### config.mk
export PLATFORM = sky130hd
export DESIGN_NAME = fp_round_pipe
export DESIGN_NICKNAME = d
export VERILOG_FILES = /design/src/rtl/fp_round_pipe.sv
export SDC_FILE = /design/constraint.sdc
export NUM_CORES = 1
export LEC_CHECK = 0
export BUFFER_PORTS_ARGS = -buffer_cell sky130_fd_sc_hd__buf_2
export CAP_MARGIN = 20
export CORE_ASPECT_RATIO = 1.5
export CORE_MARGIN = 2
export CORE_UTILIZATION = 56
export DETAILED_ROUTE_END_ITERATION = 7
export GPL_TIMING_DRIVEN = 0
export PLACE_DENSITY = 0.86
export SYNTH_ARGS = -nofsm -noshare
export SYNTH_HDL_FRONTEND = slang
export SYNTH_SLANG_ARGS = --single-unit
### constraint.sdc
create_clock -name clock -period 4.1 [get_ports clock]
set_input_delay 0.615 -clock clock [delete_from_list [all_inputs] [get_ports clock]]
set_output_delay 0.615 -clock clock [all_outputs]
set_load 0.05 [all_outputs]
### src/rtl/fp_round_pipe.sv
// fp_round_pipe
// -------------
// Two-stage rounding and normalisation stage for the floating-point MAC
// datapath. Stage 1 folds the optional overflow bit back into range by a
// single right shift. Stage 2 rounds in one of four IEEE-754 modes, chosen
// per beat, and saturates exponent overflow to infinity or to max-finite.
// Each stage has a valid bit. A stage loads when it is empty or when its
// contents leave in the same cycle, so the block sustains one beat per cycle
// and holds up to two beats under backpressure.
//
// Parameters
//   MAN_W            stored fraction bits
//   EXP_W            biased exponent bits
//
// Ports
//   clock            rising-edge clock
//   reset            synchronous, active-high reset
//   in_valid         input beat present
//   in_ready         block can accept a beat
//   in_sign          sign of value
//   in_exponent      biased exponent
//   in_significand   {overflow, hidden, fraction[MAN_W-1:0], guard}
//   in_sticky        OR of all bits below guard
//   in_mode          00 RNE, 01 RTZ, 10 RUP (+inf), 11 RDN (-inf)
//   out_valid        result present
//   out_ready        downstream accepts
//   out_sign         result sign
//   out_exponent     result exponent
//   out_significand  {hidden, fraction}
//   out_inexact      a nonzero bit was discarded
//   out_overflow     result saturated to inf or max-finite

module fp_round_pipe #(
  parameter int MAN_W = 23,
  parameter int EXP_W = 8
) (
  input  logic             clock,
  input  logic             reset,
  input  logic             in_valid,
  output logic             in_ready,
  input  logic             in_sign,
  input  logic [EXP_W-1:0] in_exponent,
  input  logic [MAN_W+2:0] in_significand,
  input  logic             in_sticky,
  input  logic [1:0]       in_mode,
  output logic             out_valid,
  input  logic             out_ready,
  output logic             out_sign,
  output logic [EXP_W-1:0] out_exponent,
  output logic [MAN_W:0]   out_significand,
  output logic             out_inexact,
  output logic             out_overflow
);

  localparam logic [1:0] MODE_RNE = 2'b00;
  localparam logic [1:0] MODE_RTZ = 2'b01;
  localparam logic [1:0] MODE_RUP = 2'b10;
  localparam logic [1:0] MODE_RDN = 2'b11;

  localparam logic [EXP_W-1:0] EXP_ONES    = {EXP_W{1'b1}};
  localparam logic [EXP_W-1:0] EXP_MAX_FIN = {{(EXP_W-1){1'b1}}, 1'b0};
  // Internal exponents carry one extra bit so that the normalise and carry
  // increments cannot wrap before the saturation check sees them.
  localparam logic [EXP_W:0]   EXP_LIMIT   = {1'b0, {EXP_W{1'b1}}};
  localparam logic [EXP_W:0]   EXP_INC     = {{EXP_W{1'b0}}, 1'b1};

  localparam logic [MAN_W:0]   SIG_INF     = {1'b1, {MAN_W{1'b0}}};
  localparam logic [MAN_W:0]   SIG_MAX_FIN = {(MAN_W+1){1'b1}};

  // Handshake: each stage advances when empty or draining this cycle.
  logic s1_valid;
  logic s2_load;

  assign s2_load  = !out_valid || out_ready;
  assign in_ready = !s1_valid || s2_load;

  // Stage 1 combinational normalise.
  logic             n1_special;
  logic [EXP_W:0]   n1_exp;
  logic [MAN_W:0]   n1_sig;
  logic             n1_guard;
  logic             n1_sticky;

  // An all-ones input exponent marks inf/NaN: the significand is forwarded
  // untouched and guard/sticky are zeroed so nothing downstream rounds it.
  // Otherwise a set overflow bit shifts one place right, the old fraction LSB
  // becomes the new guard and the old guard folds into sticky.
  always_comb begin
    n1_special = (in_exponent == EXP_ONES);
    n1_exp     = {1'b0, in_exponent};
    n1_sig     = in_significand[MAN_W+1:1];
    n1_guard   = in_significand[0];
    n1_sticky  = in_sticky;
    if (n1_special) begin
      n1_guard  = 1'b0;
      n1_sticky = 1'b0;
    end else if (in_significand[MAN_W+2]) begin
      n1_sig    = in_significand[MAN_W+2:2];
      n1_guard  = in_significand[1];
      n1_sticky = in_sticky | in_significand[0];
      n1_exp    = {1'b0, in_exponent} + EXP_INC;
    end
  end

  // Stage 1 registers.
  logic             s1_sign;
  logic [1:0]       s1_mode;
  logic             s1_special;
  logic [EXP_W:0]   s1_exp;
  logic [MAN_W:0]   s1_sig;
  logic             s1_guard;
  logic             s1_sticky;

  // The mode travels with its beat so per-beat mode changes line up with
  // the data they belong to.
  always_ff @(posedge clock) begin
    if (reset) begin
      s1_valid   <= 1'b0;
      s1_sign    <= 1'b0;
      s1_mode    <= 2'b00;
      s1_special <= 1'b0;
      s1_exp     <= '0;
      s1_sig     <= '0;
      s1_guard   <= 1'b0;
      s1_sticky  <= 1'b0;
    end else if (in_ready) begin
      s1_valid <= in_valid;
      if (in_valid) begin
        s1_sign    <= in_sign;
        s1_mode    <= in_mode;
        s1_special <= n1_special;
        s1_exp     <= n1_exp;
        s1_sig     <= n1_sig;
        s1_guard   <= n1_guard;
        s1_sticky  <= n1_sticky;
      end
    end
  end

  // Stage 2 combinational round and saturate.
  logic             r_inc;
  logic [MAN_W+1:0] r_sum;
  logic             r_carry;
  logic [EXP_W:0]   r_exp;
  logic [MAN_W:0]   r_sig;
  logic             r_to_inf;
  logic [EXP_W-1:0] n2_exp;
  logic [MAN_W:0]   n2_sig;
  logic             n2_inexact;
  logic             n2_overflow;

  // Increment decision per mode; L is the fraction LSB after normalising.
  always_comb begin
    r_inc = 1'b0;
    case (s1_mode)
      MODE_RNE: r_inc = s1_guard & (s1_sig[0] | s1_sticky);
      MODE_RTZ: r_inc = 1'b0;
      MODE_RUP: r_inc = !s1_sign & (s1_guard | s1_sticky);
      MODE_RDN: r_inc =  s1_sign & (s1_guard | s1_sticky);
      default:  r_inc = 1'b0;
    endcase
  end

  // A carry out of the increment can only come from an all-ones significand,
  // so the rounded value is exactly {1, zeros} one binade up.
  always_comb begin
    r_sum   = {1'b0, s1_sig} + {{(MAN_W+1){1'b0}}, r_inc};
    r_carry = r_sum[MAN_W+1];
    r_sig   = r_carry ? SIG_INF : r_sum[MAN_W:0];
    r_exp   = s1_exp + {{EXP_W{1'b0}}, r_carry};
  end

  // Saturation: round-to-nearest always goes to infinity, the directed
  // modes go to infinity only when rounding away from zero, and truncation
  // never does. Specials bypass all of this.
  always_comb begin
    r_to_inf    = 1'b0;
    n2_exp      = r_exp[EXP_W-1:0];
    n2_sig      = r_sig;
    n2_inexact  = s1_guard | s1_sticky;
    n2_overflow = 1'b0;
    case (s1_mode)
      MODE_RNE: r_to_inf = 1'b1;
      MODE_RTZ: r_to_inf = 1'b0;
      MODE_RUP: r_to_inf = !s1_sign;
      MODE_RDN: r_to_inf = s1_sign;
      default:  r_to_inf = 1'b1;
    endcase
    if (s1_special) begin
      n2_exp      = s1_exp[EXP_W-1:0];
      n2_sig      = s1_sig;
      n2_inexact  = 1'b0;
      n2_overflow = 1'b0;
    end else if (r_exp >= EXP_LIMIT) begin
      n2_exp      = r_to_inf ? EXP_ONES : EXP_MAX_FIN;
      n2_sig      = r_to_inf ? SIG_INF  : SIG_MAX_FIN;
      n2_inexact  = 1'b1;
      n2_overflow = 1'b1;
    end
  end

  // Stage 2 registers drive the outputs directly, so out_valid and the data
  // hold their value whenever the stage is not allowed to load.
  always_ff @(posedge clock) begin
    if (reset) begin
      out_valid       <= 1'b0;
      out_sign        <= 1'b0;
      out_exponent    <= '0;
      out_significand <= '0;
      out_inexact     <= 1'b0;
      out_overflow    <= 1'b0;
    end else if (s2_load) begin
      out_valid <= s1_valid;
      if (s1_valid) begin
        out_sign        <= s1_sign;
        out_exponent    <= n2_exp;
        out_significand <= n2_sig;
        out_inexact     <= n2_inexact;
        out_overflow    <= n2_overflow;
      end
    end
  end

endmodule

==> metrics.csv <==
metric;value;unit
area_growth;21.47;%
synthFlopType;dfxtp_1;
rsz0062_at_grt;false;
io_pins;79;
grt_first_pass_wirelength;22160;µm
yosysUniqueCellTypes;62;
antenna_found_initial;0;
dpl.hpwl;10200;µm
pwr-share-clk;0.426;
core-area;7612;µm²
internal-power;1.373;mW
clk_pin_slew;0.06;ns
drtAntennaViolNets;0;
rows;39;
yosysMostFrequentCell;nand2_1;
synthCells;578;
drive_above_1_share;0.1988;
status;completed;
yosysWarnings;0;
setup_viol;0;
ys_seq_area_frac;0.3457;
nNetsFinal;721;
synth_edf_count;0;
finalCriticalPeriod;3.917;ns
critPathLaunchType;register;
path_max_fanout;10;
skew;0.007251;ns
cts.path.max_buffers;2;
drv_slew;0;
io_buffers;78;
p_per_area;366.0;nW/µm²
slew_headroom;0.5353;
dr.pass1.iters;5;
leakagePower;2.151;nW
cp_slowest_stage_delay;0.36;ns
synth.area.top_cells;dfxtp_1, nand2_1, nor2_1;
dieHeight;112.6;µm
stdcell_area;5345;µm²
max_freq;0.2553;GHz
p_sw;0.5831;mW
cts_made_buffers;9;
cp_slowest_cell;dfxtp_1;
drv_cap;0;
syn_area;4400;µm²
gp_congestion;0.9553;
peakVddDrop;0.0003644;V
avgViaCountPerCell;6.086;
grt_remaining_overflow;0;
tightest_slew;0.6971;ns
drc;0;
cts_max_level;3;
final-hold-violation-count;0;
avgRoutedWirePerCell;17.52;µm
swShare;0.2981;
synth_common_cells;nand2_1, dfxtp_1, nor2_1, clkbuf_1, a21oi_1;
finalCritPeriodShare;0.9553;
power_frac_seq;0.423;
hold_class;register to register;
drtIter0Drc;434;
yosysTopAreaCellShare;0.3457;
crit_path_end_kind;register;
worstPathRequired;4.35;ns
arrival;4.16;ns
p_comb_frac;0.152;
syn_nets;625;
grt_max_degree;15;
crit_type;register to register;
dpl_cell_area;4918;µm²
grt_usage;0.3248;
fp.dieArea;8598;µm²
utilization;0.7022;
cp_cell_sequence;nand2_2 > xnor2_4 > nor2_1 > ha_2 > ha_2 > nand3_1 > nor2_2 > nand4_1 > inv_1 > ha_1 > buf_2 > nand4_1 > o22a_2 > a211o_1 > o21ai_2 > buf_6 > nand2_1 > a32o_1;
start_util;0.5781;
n_antenna_cell;0;
synthArstFlopShare;0;
yosys.area.top_type;dfxtp_1;
grt_pass1_vias;4536;
wl;13680;µm
syn_avg_cell_area;7.613;µm²
holdWs;0.4414;ns
ctsRootBufferMaster;clkbuf_16;
num_vias;4753;
synth-seq-cells;76;
cts_tree;built;
cts_hold_buf;0;
clock_sinks;76;
clk_latency;0.35;ns
fp.dieW;76.38;µm
through the flow:
stage / total power [mW] / setup WS, ns / TNS [ns] / std cells
floorplan: 1.031 / 0.5750 / 0 / 578
finish: 1.956 / 0.1833 / 0 / 781
global placement: 1.120 / -0.2306 / -3.769 / 758
global route: 2.010 / 0.03004 / 0 / 781
detailed placement: 1.129 / -0.2906 / -5.517 / 758
CTS: 1.949 / 0.01937 / 0 / 775
timing repair:
item,CTS,global route
buffers inserted,1,6
pin swaps,1,5
resized for setup,3,8
hold endpoints to repair,0,0
setup endpoints to repair,31,30
state kept, by name (all words and copies together) (netlist names):
name	count
s1_exp	9
s1_valid	1
s1_guard	1
out_inexact	1
out_significand	24
s1_sticky	1
s1_special	1
out_sign	1
s1_sign	1
out_valid	1
out_exponent	8
out_overflow	1
s1_mode	2
s1_sig	24
metal layers:
metal  GRT usage  vias up  wire, µm
met3     0.05145       43       820
met2      0.5469      190      6678
met4      0.1721        0       549
met1      0.3979     2230      5634
li1            -     2290         -
met5           0        -         0
power groups by stage:
stage                     sequential (mW)  combinational (mW)  clock, mW
after floorplan                     0.873               0.158          0
after global placement              0.838               0.282          0
after detailed placement            0.840               0.289          0
after CTS                           0.824               0.293      0.833
after global routing                0.832               0.324      0.854
final                               0.827               0.297      0.832
final timing paths:
check | endpoint | depth (start not counted) | slack [ns] | from
setup reg to reg | out_significand[16] | 18 | 0.18 | s1_sign
setup / recovery | out_significand[16] | 18 | 0.18 | s1_sign
hold / removal | out_exponent[2] | 2 | 0.44 | out_exponent[2]
hold reg to reg | out_exponent[2] | 2 | 0.44 | out_exponent[2]
cell families after synthesis:
group                      Yosys count  share of synthesized area
xor gates and xnor gates            23                    0.04578
adders and majority gates            5                    0.01422
DFF                                 76                     0.3457
buffers and inverters               61                    0.06284
AOI/OAI and AO/OA                  155                     0.2570
and+or+nand+nor                    253                     0.2627
muxes                                5                    0.01166
final cells by class:
class / count / area [µm²]
Buffer: 48 / 227.7
Inverter: 13 / 48.80
Fill cell: 633 / 2267
Multi-Input combinational cell: 441 / 2665
Tap cell: 102 / 127.6
Clock inverter: 6 / 71.32
Sequential cell: 76 / 1523
Clock buffer: 10 / 239.0
Timing Repair Buffer: 85 / 442.9
critical path: cells and delay by family, from the launching register on:
family | cells | cell delay [ns]
AO/OA/AOI/OAI | 4 | 1.10
AND/OR/NAND/NOR | 7 | 1.03
adder cells (fa/ha/maj) | 3 | 0.58
buffers and inverters | 3 | 0.52
flip-flops | 1 | 0.36
XOR/XNOR | 1 | 0.20
cells in the final DEF, fill, tap and decap left out, types with 3 or more instances in the layout:
| cell type | count |
|---|---|
| nand2b_1 | 4 |
| clkbuf_16 | 9 |
| xnor2_1 | 9 |
| clkbuf_1 | 29 |
| and4_1 | 3 |
| a311oi_1 | 24 |
| a32o_1 | 6 |
| o21a_1 | 5 |
| nor2_1 | 59 |
| xor2_1 | 13 |
| or3_1 | 8 |
| buf_6 | 4 |
| inv_1 | 13 |
| nand2_1 | 103 |
| and3_1 | 11 |
| o21ai_0 | 22 |
| a21oi_1 | 27 |
| mux2i_1 | 4 |
| o31ai_1 | 8 |
| nand3_1 | 19 |
| buf_4 | 9 |
| nor3_1 | 11 |
| nand4_1 | 12 |
| nor4_1 | 4 |
| and2_1 | 5 |
| dfxtp_1 | 75 |
| buf_2 | 86 |
| o31a_1 | 4 |
| o211ai_1 | 3 |
| a211oi_1 | 8 |
| buf_1 | 5 |
| a311oi_2 | 5 |
| a211o_1 | 3 |
| a31oi_1 | 4 |
| ha_1 | 3 |
| o21ai_1 | 14 |
Power figures use the tool's default switching activity.
